==> src/rtl/hub75_bcm_scan_pkg.sv <==
// Shared constants, scan FSM states and bit-plane extraction for the HUB75 BCM scan engine.
package hub75_pkg;

   localparam int COLS       = 64;
   localparam int HALF_ROWS  = 32;
   localparam int BPC        = 4;
   localparam int BASE_TICKS = 64;
   localparam int AW         = 12;
   localparam int COL_W      = $clog2(COLS);
   localparam int ROW_W      = $clog2(HALF_ROWS);
   localparam int PLANE_W    = $clog2(BPC);
   localparam int TIMER_W    = $clog2(BASE_TICKS << (BPC - 1)) + 1;
   localparam int PIX_W      = 3 * BPC;

   typedef enum logic [2:0] {
      SHIFT,
      WAIT,
      BLANK_PRE,
      LATCH_S,
      UNBLANK
   } scan_state_t;

   // Pixel is {R,G,B}; the panel wants {B,G,R} with R in bit 0.
   function automatic logic [2:0] pixel_bits(input logic [PIX_W-1:0] pixel,
                                             input logic [PLANE_W-1:0] b);
      logic [BPC-1:0] r_ch;
      logic [BPC-1:0] g_ch;
      logic [BPC-1:0] b_ch;
      r_ch = pixel[2*BPC +: BPC];
      g_ch = pixel[BPC +: BPC];
      b_ch = pixel[0 +: BPC];
      return {b_ch[b], g_ch[b], r_ch[b]};
   endfunction

endpackage

==> src/rtl/hub75_bcm_scan_if.sv <==
// Framebuffer read port: address/strobe out of the scan engine, pixel data back one cycle later.
interface hub75_bcm_scan_if;
   import hub75_pkg::*;

   logic [AW-1:0]    fb_addr;
   logic             fb_rd;
   logic [PIX_W-1:0] fb_rdata;

   modport master (output fb_addr, output fb_rd, input fb_rdata);
   modport slave  (input fb_addr, input fb_rd, output fb_rdata);

endinterface

==> src/rtl/hub75_bcm_scan_bcm_timer.sv <==
// Loadable down-counter that stops at zero; reset leaves it expired.
module bcm_timer
   import hub75_pkg::*;
(
   input  logic               clk,
   input  logic               reset,
   input  logic               load,
   input  logic [TIMER_W-1:0] load_value,
   output logic               zero
);

   logic [TIMER_W-1:0] count;

   always_ff @(posedge clk) begin
      if (reset)
         count <= '0;
      else if (load)
         count <= load_value;
      else if (count != '0)
         count <= count - TIMER_W'(1);
   end

   assign zero = (count == '0);

endmodule

==> src/rtl/hub75_bcm_scan.sv <==
// HUB75 64x64 1/32-scan engine: shifts one bit-plane per row pair and times it with BCM.
module hub75_bcm_scan
   import hub75_pkg::*;
(
   input  logic               clk,
   input  logic               reset,
   hub75_bcm_scan_if.master   fb,
   output logic [2:0]         RGB0,
   output logic [2:0]         RGB1,
   output logic [ROW_W-1:0]   ADDR,
   output logic               BLANK,
   output logic               LATCH,
   output logic               SCLK,
   output logic               frame_start
);

   scan_state_t        state, state_next;
   logic               run;
   logic [1:0]         phase, phase_next;
   logic [COL_W-1:0]   col, col_next;
   logic [ROW_W-1:0]   row, row_next;
   logic [PLANE_W-1:0] plane, plane_next;
   logic [PIX_W-1:0]   upper_pix;
   logic [2:0]         rgb0_q, rgb1_q;
   logic [AW-1:0]      addr_hold, fb_addr_c;
   logic               fb_rd_c, blank_q, shifting;
   logic               timer_load, timer_zero;
   logic [TIMER_W-1:0] timer_value;

   // run stays low for the first cycle out of reset so every pin shows its reset value then.
   always_ff @(posedge clk) begin
      if (reset) begin
         run   <= 1'b0;
         state <= SHIFT;
         phase <= '0;
         col   <= '0;
         row   <= '0;
         plane <= '0;
      end else begin
         run   <= 1'b1;
         state <= state_next;
         phase <= phase_next;
         col   <= col_next;
         row   <= row_next;
         plane <= plane_next;
      end
   end

   always_comb begin
      state_next = state;
      phase_next = phase;
      col_next   = col;
      row_next   = row;
      plane_next = plane;
      timer_load = 1'b0;
      if (run) begin
         unique case (state)
            SHIFT: begin
               phase_next = phase + 2'd1;
               if (phase == 2'd3) begin
                  if (col == COL_W'(COLS - 1)) begin
                     col_next   = '0;
                     state_next = WAIT;
                  end else begin
                     col_next = col + COL_W'(1);
                  end
               end
            end
            WAIT: begin
               if (timer_zero)
                  state_next = BLANK_PRE;
            end
            BLANK_PRE: begin
               phase_next = phase + 2'd1;
               if (phase == 2'd1) begin
                  phase_next = '0;
                  state_next = LATCH_S;
               end
            end
            LATCH_S: state_next = UNBLANK;
            UNBLANK: begin
               timer_load = 1'b1;
               state_next = SHIFT;
               if (plane == PLANE_W'(BPC - 1)) begin
                  plane_next = '0;
                  row_next   = (row == ROW_W'(HALF_ROWS - 1)) ? '0 : row + ROW_W'(1);
               end else begin
                  plane_next = plane + PLANE_W'(1);
               end
            end
            default: state_next = SHIFT;
         endcase
      end
   end

   assign timer_value = TIMER_W'(BASE_TICKS) << plane;

   bcm_timer u_timer (
      .clk        (clk),
      .reset      (reset),
      .load       (timer_load),
      .load_value (timer_value),
      .zero       (timer_zero)
   );

   // Lower pixel arrives during p2 and goes straight to RGB1; the registered copy holds it through p3.
   always_comb begin
      shifting    = run && (state == SHIFT);
      fb_rd_c     = shifting && !phase[1];
      fb_addr_c   = addr_hold;
      if (shifting && phase == 2'd0)
         fb_addr_c = {1'b0, row, col};
      else if (shifting && phase == 2'd1)
         fb_addr_c = {1'b1, row, col};
      RGB0 = rgb0_q;
      RGB1 = rgb1_q;
      if (shifting && phase == 2'd2) begin
         RGB0 = pixel_bits(upper_pix, plane);
         RGB1 = pixel_bits(fb.fb_rdata, plane);
      end
      BLANK = blank_q;
      if (!run || state == BLANK_PRE || state == LATCH_S)
         BLANK = 1'b1;
      else if (state == UNBLANK)
         BLANK = 1'b0;
      SCLK        = shifting && (phase == 2'd3);
      LATCH       = run && (state == LATCH_S);
      frame_start = shifting && (phase == 2'd0) && (col == '0) && (row == '0) && (plane == '0);
   end

   assign fb.fb_addr = fb_addr_c;
   assign fb.fb_rd   = fb_rd_c;

   always_ff @(posedge clk) begin
      if (reset) begin
         upper_pix <= '0;
         rgb0_q    <= '0;
         rgb1_q    <= '0;
         addr_hold <= '0;
         blank_q   <= 1'b1;
         ADDR      <= '0;
      end else begin
         addr_hold <= fb_addr_c;
         blank_q   <= BLANK;
         rgb0_q    <= RGB0;
         rgb1_q    <= RGB1;
         if (shifting && phase == 2'd1)
            upper_pix <= fb.fb_rdata;
         if (run && state == WAIT && timer_zero)
            ADDR <= row;
      end
   end

endmodule

==> src/flat_wrapper.sv <==
// flat-port wrapper written by rule: the top's interface ports become plain ports
module hub75_bcm_scan_flat import hub75_pkg::*;
  (clk, reset, RGB0, RGB1, ADDR, BLANK, LATCH, SCLK, frame_start, fb_fb_addr, fb_fb_rd, fb_fb_rdata);
  hub75_bcm_scan_if fb_i ();
  input  logic clk;
  input  logic reset;
  output logic [2:0] RGB0;
  output logic [2:0] RGB1;
  output logic [ROW_W-1:0] ADDR;
  output logic BLANK;
  output logic LATCH;
  output logic SCLK;
  output logic frame_start;
  output wire logic [$bits(fb_i.fb_addr)-1:0] fb_fb_addr;
  output wire logic [$bits(fb_i.fb_rd)-1:0] fb_fb_rd;
  input wire logic [$bits(fb_i.fb_rdata)-1:0] fb_fb_rdata;
  assign fb_fb_addr = fb_i.fb_addr;
  assign fb_fb_rd = fb_i.fb_rd;
  assign fb_i.fb_rdata = fb_fb_rdata;
  hub75_bcm_scan u_core (.clk(clk), .reset(reset), .fb(fb_i), .RGB0(RGB0), .RGB1(RGB1), .ADDR(ADDR), .BLANK(BLANK), .LATCH(LATCH), .SCLK(SCLK), .frame_start(frame_start));
endmodule
==> config.mk <==
export PLATFORM = sky130hd
export DESIGN_NAME = hub75_bcm_scan_flat
export DESIGN_NICKNAME = d
export VERILOG_FILES = /design/src/rtl/hub75_bcm_scan_pkg.sv /design/src/rtl/hub75_bcm_scan_if.sv /design/src/rtl/hub75_bcm_scan_bcm_timer.sv /design/src/rtl/hub75_bcm_scan.sv /design/src/flat_wrapper.sv
export SDC_FILE = /design/constraint.sdc
export NUM_CORES = 1
export LEC_CHECK = 0
export ABC_AREA = 1
export BUFFER_PORTS_ARGS = -buffer_cell sky130_fd_sc_hd__clkbuf_2
export CORE_MARGIN = 2
export CORE_UTILIZATION = 35
export CTS_BUF_LIST = sky130_fd_sc_hd__clkbuf_8
export CTS_CLUSTER_SIZE = 40
export DETAILED_ROUTE_END_ITERATION = 12
export GPL_TIMING_DRIVEN = 0
export PLACE_DENSITY = 0.62
export SETUP_SLACK_MARGIN = 0.5
export SLEW_MARGIN = 20
export SYNTH_ARGS = -nofsm -noshare
export SYNTH_HDL_FRONTEND = slang
export SYNTH_SLANG_ARGS = --single-unit
==> constraint.sdc <==
create_clock -name clk -period 1.79 [get_ports clk]
set_input_delay 0.0895 -clock clk [delete_from_list [all_inputs] [get_ports clk]]
set_output_delay 0.0895 -clock clk [all_outputs]
set_load 0.02 [all_outputs]
==> results of run 1 <==
[critical path, delay by kind of cell (launching register included)]
family	cells	cell delay, ns
and+or+nand+nor	3	0.96
DFF	1	0.39
buffers and inverters	1	0.15
[metal layers]
metal / share of wire / global-route usage / routed length, microns
met1: 0.39 / 0.2233 / 4378
met2: 0.52 / 0.3154 / 5771
met3: 0.051 / 0.04526 / 570
met4: 0.043 / 0.07482 / 481
met5: 0 / 0 / 0
[registers in the layout (all words and copies together), names as in the netlist]
register / cells
u_core.ADDR: 5
u_core.addr_hold: 12
u_core.blank_q: 1
u_core.col: 6
u_core.phase: 2
u_core.plane: 2
u_core.rgb0_q: 3
u_core.rgb1_q: 3
u_core.row: 5
u_core.run: 1
u_core.state: 3
u_core.u_timer.count: 10
u_core.upper_pix: 12
[where the power goes]
group,switching (mW),leakage [nW],internal (mW)
clock,0.585,0.101,0.618
sequential,0.110,0.537,1.57
combinational,0.892,1.76,0.792
total,1.59,2.39,2.98
[logic make-up after synthesis]
group / share of synthesized area
adders and majority gates: 0.03852
DFF: 0.4006
buffers and inverters: 0.09977
and+or+nand+nor: 0.2758
AOI/OAI and AO/OA: 0.1718
xor gates and xnor gates: 0.01348
[cells in the mapped netlist]
cell,n
sky130_fd_sc_hd__inv_4,1
sky130_fd_sc_hd__nand2_1,88
sky130_fd_sc_hd__ha_1,10
sky130_fd_sc_hd__nand3_2,1
sky130_fd_sc_hd__nand4_1,3
sky130_fd_sc_hd__nand4_2,1
sky130_fd_sc_hd__clkbuf_1,6
sky130_fd_sc_hd__nand2_4,1
sky130_fd_sc_hd__nor3b_1,1
sky130_fd_sc_hd__nor2_2,3
sky130_fd_sc_hd__nand2_2,1
sky130_fd_sc_hd__a211oi_1,5
sky130_fd_sc_hd__inv_1,56
sky130_fd_sc_hd__a211oi_2,7
sky130_fd_sc_hd__nor4_1,3
sky130_fd_sc_hd__o31ai_1,1
sky130_fd_sc_hd__buf_6,4
sky130_fd_sc_hd__a21oi_2,2
sky130_fd_sc_hd__o21ai_1,2
sky130_fd_sc_hd__nor3_1,8
sky130_fd_sc_hd__nor2_8,1
sky130_fd_sc_hd__o21ai_0,34
sky130_fd_sc_hd__buf_2,4
sky130_fd_sc_hd__xor2_1,4
sky130_fd_sc_hd__inv_2,4
sky130_fd_sc_hd__o22ai_1,6
sky130_fd_sc_hd__nor3_2,1
sky130_fd_sc_hd__nor2_4,1
sky130_fd_sc_hd__nor3_4,1
sky130_fd_sc_hd__nor2_1,77
sky130_fd_sc_hd__clkinv_2,1
sky130_fd_sc_hd__nand3_1,15
sky130_fd_sc_hd__a21oi_1,38
sky130_fd_sc_hd__dfxtp_1,65
sky130_fd_sc_hd__xnor2_1,1
[placed cells by master (no fill, tap or decap), types with 3 or more instances in the layout]
| cell | Yosys | final |
|---|---|---|
| sky130_fd_sc_hd__dfxtp_1 | 65 | 53 |
| sky130_fd_sc_hd__nor2_1 | 77 | 51 |
| sky130_fd_sc_hd__nand2_1 | 88 | 42 |
| sky130_fd_sc_hd__buf_6 | 4 | 40 |
| sky130_fd_sc_hd__inv_1 | 56 | 39 |
| sky130_fd_sc_hd__nand2_4 | 1 | 27 |
| sky130_fd_sc_hd__buf_4 | 0 | 25 |
| sky130_fd_sc_hd__o21ai_0 | 34 | 24 |
| sky130_fd_sc_hd__nand2_2 | 1 | 21 |
| sky130_fd_sc_hd__buf_8 | 0 | 21 |
| sky130_fd_sc_hd__nor2_4 | 1 | 19 |
| sky130_fd_sc_hd__clkbuf_2 | 0 | 18 |
| sky130_fd_sc_hd__a21oi_1 | 38 | 17 |
| sky130_fd_sc_hd__a21oi_2 | 2 | 14 |
| sky130_fd_sc_hd__inv_2 | 4 | 13 |
| sky130_fd_sc_hd__nor2_2 | 3 | 11 |
| sky130_fd_sc_hd__clkbuf_8 | 0 | 11 |
| sky130_fd_sc_hd__a211oi_2 | 7 | 10 |
| sky130_fd_sc_hd__dlygate4sd3_1 | 0 | 10 |
| sky130_fd_sc_hd__inv_4 | 1 | 9 |
| sky130_fd_sc_hd__a21oi_4 | 0 | 9 |
| sky130_fd_sc_hd__nand3_1 | 15 | 9 |
| sky130_fd_sc_hd__nor3_1 | 8 | 7 |
| sky130_fd_sc_hd__ha_1 | 10 | 7 |
| sky130_fd_sc_hd__dfxtp_2 | 0 | 7 |
| sky130_fd_sc_hd__o22ai_1 | 6 | 6 |
| sky130_fd_sc_hd__o21ai_2 | 0 | 6 |
| sky130_fd_sc_hd__o21ai_1 | 2 | 5 |
| sky130_fd_sc_hd__dfxtp_4 | 0 | 5 |
| sky130_fd_sc_hd__clkbuf_1 | 6 | 4 |
| sky130_fd_sc_hd__xor2_1 | 4 | 4 |
| sky130_fd_sc_hd__nand3_2 | 1 | 4 |
| sky130_fd_sc_hd__buf_12 | 0 | 3 |
| sky130_fd_sc_hd__nand4_1 | 3 | 3 |
| sky130_fd_sc_hd__nand3_4 | 0 | 3 |
| sky130_fd_sc_hd__clkinv_2 | 1 | 3 |
[stage by stage]
| stage | util | area [sq um] | TNS, ns | setup slack, ns | power, mW |
|---|---|---|---|---|---|
| global placement | 0.4165 | 3794 | 0 | 0.1686 | 2.638 |
| floorplan | - | 3455 | 0 | 0.4297 | 2.444 |
| finish | 0.6157 | 5608 | -1.674 | -0.1596 | 4.566 |
| global route | 0.6157 | 5608 | -2.499 | -0.1627 | 4.779 |
| CTS | 0.5332 | 4857 | -0.6806 | -0.06574 | 4.275 |
| detailed placement | 0.4165 | 3794 | 0 | 0.1273 | 2.660 |
[area by class of cell]
cell class                 count  area [sq um]
fill                         680          3501
multi-input combinational    316          2350
clock buffer                   9         123.9
timing repair buffer         114          1207
sequential                    65          1329
buffer                        14         136.4
inverter                      62         270.3
tap                          111         138.9
clock inverter                 6         52.55
[worst max-delay path by stage]
stage / cells after the start / end / slack, ns
after global routing: 10 / fb_fb_addr[10] / -0.16
final: 4 / frame_start / -0.16
after detailed placement: 6 / frame_start / 0.13
after global placement: 6 / frame_start / 0.17
after CTS: 10 / fb_fb_addr[2] / -0.07
after floorplan: 5 / frame_start / 0.43
[timing repair]
action / CTS / global route
setup buffers: 26 / 34
gates cloned: 3 / 1
setup endpoints to repair: 77 / 84
resized for setup: 158 / 147
pin swaps: 27 / 48
endpoints found under the hold margin: 10 / 0
hold buffers: 10 / 0
==> summary.md, run 1 <==
| Metric | Value |
|---|---|
| Status | finished with violations |
| Violations in the final reports | hold timing, setup timing |
| # rows | 35 |
| Post-synthesis net count | 481 |
| Vias per cell | around 5.2 |
| Antenna cell count | 0 |
| Max Cap Violations | 0 |
| Congestion Overflow GR | 0 |
| Clock tree from TritonCTS | yes |
| Drt first-iter violations | 265 |
| Worst reg2reg path depth | 11 |
| I/O Pins | 42 |
| Total wire length | 11200 microns |
| Total Routing Usage GR | 0.1851 |
| Sequential cell area fraction in the yosys report | 0.4006 |
| Hold_ws | -0.001134 ns |
| Core Area | 9109 sq um |
| Wire length of the first global-routing pass | 14780 microns |
| Area growth from synthesis to final layout | 72.65% |
| Number of nets in the layout | 606 |
| Routed via count | 3656 |
| Antenna Violating Nets Remaining | 0 |
| Mapped Cells | roughly 460 |
| Number of placed cells counting well taps | 608 |
| Hold path endpoint | u_core.upper_pix[11] |
| Synthesis warning total | 0 |
| Gpl congestion | 0.9358 |
| Setup Skew | around 0.014 ns |
| Data arrival time of the critical path | 1.86 ns |
| Biggest area consumer among synthesized cells | sky130_fd_sc_hd__dfxtp_1 |
| Clk slew on worst S/H paths | roughly 0.080 ns |
| Minimum clock period | 1.950 ns |
| DRC violation count after routing | 0 |
| Crit Reg-Reg Startpoint | u_core.run |
| Cell Pwr Density | 814.3 nW/um^2 |
| Maximum fanout along the worst path | 4 |
| Cell types with the largest area share after synthesis | sky130_fd_sc_hd__dfxtp_1 (40%), sky130_fd_sc_hd__nand2_1 (10%), sky130_fd_sc_hd__nor2_1 (8.9%) |
| Half-perimeter wire length of the detailed placement result | 5850 microns |
| Cell Area, Synth | between 3000 and 4000 sq um |
| Largest net degree at the start of global routing | 12 |
| Count of cell types in the netlist | 35 |
| Worst Setup SP | u_core.phase[0] |
| Number of cells on the worst hold path | 3 |
| Number of buffers created by CTS | 9 |
| Deepest clock path buffer count | 2 |
| Die Footprint | 10070 sq um |
| CTS H-tree lvls | 3 |
| Crit Path Category | flop to output pin |
| Synth Area per Inst | 7.107 sq um |
| Final critical-path share of the clock period | 1.089 |
| Static power due to leakage | 2.393 nW |
| Proportion of netlist area held by the largest area contributor | 0.4006 |
| Unrepaired setup endpoints after global routing | true |
| Largest voltage drop on the vdd net | 409.1 uV |
| Router iterations before antenna repair | 6 |
| Sink Count | 65 |
| Final Worst Setup Slack | -0.1596 ns |
| Fraction of layout cells with a size suffix above 1 | 0.5119 |
| WL/cell | ~16 microns |
| Required time at the endpoint of the critical path | 1.70 ns |
| Worst-Skew Late Latency | 0.36 ns |
| Hold path startpoint | fb_fb_rdata[11] |
| Post-synthesis sequential element count | 65 |
| Max Slew Vio Count | 0 |
| Pin slew with the least headroom to its limit | approximately 0.84 ns |
| Reg2reg setup slack | 0.15 ns |
| Die Width | 100.3 microns |
| Clk Tree Root Cell | sky130_fd_sc_hd__clkbuf_8 |
| Largest stage delay, worst path | about 0.44 ns |
| Port buffer count | 40 |
| Type of the worst min-delay path | input pin to flop |
| Crit path cell chain | nor4_1 -> nand3_1 -> nor3b_4 -> buf_6 |
| Normalized max-slew margin | 0.4374 |
| Final Hold Violating Endpoints | 1 |
| Critical-path top delay cell | sky130_fd_sc_hd__nor4_1 |
| Worst Setup End Kind | output pin |
| Via count of the first global-routing pass | 3275 |
| Number of antenna violations at the first check in global routing | 0 |
| Worst reg2reg endpoint | u_core.col[2] |
| Highest clock rate | 0.5129 GHz |
| Die Y-Extent | 100.3 microns |
| Initial cell density of the core | 0.3566 |
| Final Non-Filler Cells | 697 |
| Kind of start point of the critical path | flop |
| Setup Viol. Count Final | 19 |
Note: power is estimated with default switching activity, not from simulation.
==> run 2, diff against run 1 <==
--- a/config.mk
+++ b/config.mk
@@ -14,8 +14,10 @@
 export DETAILED_ROUTE_END_ITERATION = 12
 export GPL_TIMING_DRIVEN = 0
 export PLACE_DENSITY = 0.62
+export RECOVER_POWER = 100
 export SETUP_SLACK_MARGIN = 0.5
 export SLEW_MARGIN = 20
 export SYNTH_ARGS = -nofsm -noshare
 export SYNTH_HDL_FRONTEND = slang
 export SYNTH_SLANG_ARGS = --single-unit
+export TNS_END_PERCENT = 100
==> summary.md, run 2 (synthesis gave the netlist of run 1 again) <==
| Metric | Value |
|---|---|
| Status | finished with violations (unchanged) |
| Violations in the final reports | setup timing (was hold timing, setup timing) |
| Largest stage delay, worst path | 0.44 ns (about the same) |
| Number of nets in the layout | 606 (unchanged) |
| Wire length of the first global-routing pass | 14780 microns (unchanged) |
| Number of cells on the worst hold path | 3 (unchanged) |
| DRC violation count after routing | 0 (unchanged) |
| Final total power | 4.558 mW (was 4.566 mW) |
| CTS H-tree lvls | 3 (unchanged) |
| Deepest clock path buffer count | 2 (unchanged) |
| Fraction of layout cells with a size suffix above 1 | 0.5017 (was 0.5119) |
| Area growth from synthesis to final layout | 72.42% (was 72.65%) |
| Setup Viol. Count Final | 19 (unchanged) |
| Hold path endpoint | u_core.upper_pix[11] (unchanged) |
| Core Area | 9109 sq um (unchanged) |
| Total Routing Usage GR | 0.1851 (unchanged) |
| Die Footprint | 10070 sq um (unchanged) |
| Clock tree from TritonCTS | yes (unchanged) |
| Initial cell density of the core | 0.3566 (unchanged) |
| Worst reg2reg endpoint | u_core.col[2] (unchanged) |
| Antenna cell count | 0 (unchanged) |
| Sink Count | 65 (unchanged) |
| Max Cap Violations | 0 (unchanged) |
| Unrepaired setup endpoints after global routing | true (unchanged) |
| Most common library cell in the layout ignoring fill and taps | sky130_fd_sc_hd__dfxtp_1 (unchanged) |
| Required time at the endpoint of the critical path | 1.70 ns (about the same) |
| Registers with the most flip-flops | u_core.addr_hold (12), u_core.upper_pix (12), u_core.u_timer.count (10) (unchanged) |
| WL/cell | 15.98 microns (was 16.07 microns) |
| Setup TNS after final layout | -1.552 ns (was -1.674 ns) |
| Kind of start point of the critical path | flop (unchanged) |
| Crit Path Category | flop to output pin (unchanged) |
| Worst-Skew Late Latency | 0.35 ns (was 0.36 ns) |
| Highest clock rate | 0.5168 GHz (was 0.5129 GHz) |
| Routed via count | 3649 (was 3656) |
| Worst setup slack before clock tree synthesis | 0.1273 ns (unchanged) |
| Crit path cell chain | nor4_1 -> nand3_1 -> nor3b_4 -> buf_6 (unchanged) |
| Largest net degree at the start of global routing | 12 (unchanged) |
| Congestion Overflow GR | 0 (unchanged) |
| Final design utilization | 0.6148 (was 0.6157) |
| Worst Setup End Kind | output pin (unchanged) |
| Drt first-iter violations | 238 (was 265) |
| Hold path startpoint | fb_fb_rdata[11] (unchanged) |
| Number of antenna violations at the first check in global routing | 0 (unchanged) |
| Die Y-Extent | 100.3 microns (unchanged) |
| Die Width | 100.3 microns (unchanged) |
| Reg2reg setup slack | 0.14 ns (was 0.15 ns) |
| Final Non-Filler Cells | 697 (unchanged) |
| Clk Tree Root Cell | sky130_fd_sc_hd__clkbuf_8 (unchanged) |
| Clk slew on worst S/H paths | 0.08 ns (about the same) |
| Total wire length | 11140 microns (was 11200 microns) |
| Data arrival time of the critical path | 1.85 ns (was 1.86 ns) |
| Worst reg2reg path depth | 11 (unchanged) |
| Antenna Violating Nets Remaining | 0 (unchanged) |
| Normalized max-slew margin | 0.4572 (was 0.4374) |
| Half-perimeter wire length of the detailed placement result | 5850 microns (unchanged) |
| Number of placed cells counting well taps | 608 (unchanged) |
| Final critical-path share of the clock period | 1.081 (was 1.089) |
| # rows | 35 (unchanged) |
| Most frequent cells in the layout | sky130_fd_sc_hd__dfxtp_1 (53), sky130_fd_sc_hd__nor2_1 (51), sky130_fd_sc_hd__nand2_1 (42) (unchanged) |
| Critical-path top delay cell | sky130_fd_sc_hd__nor4_1 (unchanged) |
| Cell Pwr Density | 813.9 nW/um^2 (was 814.3 nW/um^2) |
| Number of buffers created by CTS | 9 (unchanged) |
| Max Slew Vio Count | 0 (unchanged) |
| Port buffer count | 40 (unchanged) |
| Type of the worst min-delay path | input pin to flop (unchanged) |
| Maximum fanout along the worst path | 4 (unchanged) |
| Final Worst Setup Slack | -0.1450 ns (was -0.1596 ns) |
| Vias per cell | 5.235 (was 5.245) |
| Pin slew with the least headroom to its limit | 0.8143 ns (was 0.8438 ns) |
| Via count of the first global-routing pass | 3275 (unchanged) |
| Setup Skew | 0.01366 ns (was 0.01406 ns) |
| Router iterations before antenna repair | 4 (was 6) |
| Static power due to leakage | 2.373 nW (was 2.393 nW) |
| I/O Pins | 42 (unchanged) |
| Gpl congestion | 0.9358 (unchanged) |
| Final Hold Violating Endpoints | 0 (was 1) |
| Largest voltage drop on the vdd net | 399.4 uV (was 409.1 uV) |
| Minimum clock period | 1.935 ns (was 1.950 ns) |
| Crit Reg-Reg Startpoint | u_core.run (unchanged) |
-- run 2: cell types whose count changed in the layout (fill, tap and decap cells not counted), sizes merged --
cell | previous run | this run
buf | 91 | 90
clkbuf | 35 | 36
-- run 2: worst max path at each step --
stage | start | slack (ns) | to
2_1_floorplan | u_core.plane[0] | 0.43 | frame_start
3_3_place_gp | u_core.plane[0] | 0.17 | frame_start
3_5_place_dp | u_core.plane[0] | 0.13 | frame_start
4_1_cts | u_core.state[2] | -0.07 | fb_fb_addr[2]
5_1_grt | u_core.state[0] | -0.16 | fb_fb_addr[10]
6_report | u_core.phase[0] | -0.15 | frame_start
-- run 2: layout make-up --
class,instances,area (sq um)
Fill cell,679,3508
Multi-Input combinational cell,316,2350
Sequential cell,65,1329
Timing Repair Buffer,114,1201
Inverter,62,270.3
Tap cell,111,138.9
Buffer,14,135.1
Clock buffer,9,123.9
Clock inverter,6,52.55
-- run 2: report_power, final --
group	internal [mW]	switching, mW
logic	0.792	0.891
registers	1.57	0.110
clock network	0.618	0.578
total	2.98	1.58
-- run 2: critical path, delay by kind of cell (launching register included) --
kind / cells / cell delay [ns]
and+or+nand+nor: 3 / 0.95
buffers and inverters: 1 / 0.15
DFF: 1 / 0.39
-- run 2: through the flow --
| stage | cell area [sq um] | hold WS, ns |
|---|---|---|
| 4_1_cts | 4857 | 0.002566 |
| 2_1_floorplan | 3455 | 0.2244 |
| 3_3_place_gp | 3794 | 0.3330 |
| 6_report | 5600 | 0.004154 |
| 3_5_place_dp | 3794 | 0.3420 |
| 5_1_grt | 5600 | 0.006022 |
-- run 2: per-layer routing --
layer / track usage / vias to the layer above / part of all wire
met4: 0.07482 / 0 / 0.047
met5: 0 / - / 0
met2: 0.3154 / 121 / 0.51
met3: 0.04526 / 49 / 0.050
met1: 0.2233 / 1747 / 0.39
li1: - / 1732 / -
-- run 2: what timing repair did --
item / CTS / global route
pin swaps: 27 / 48
setup endpoints to repair: 77 / 84
buffers inserted: 26 / 34
hold endpoints to repair: 10 / 0
gates resized for setup: 158 / 147
hold buffers: 10 / 0
gates cloned: 3 / 1
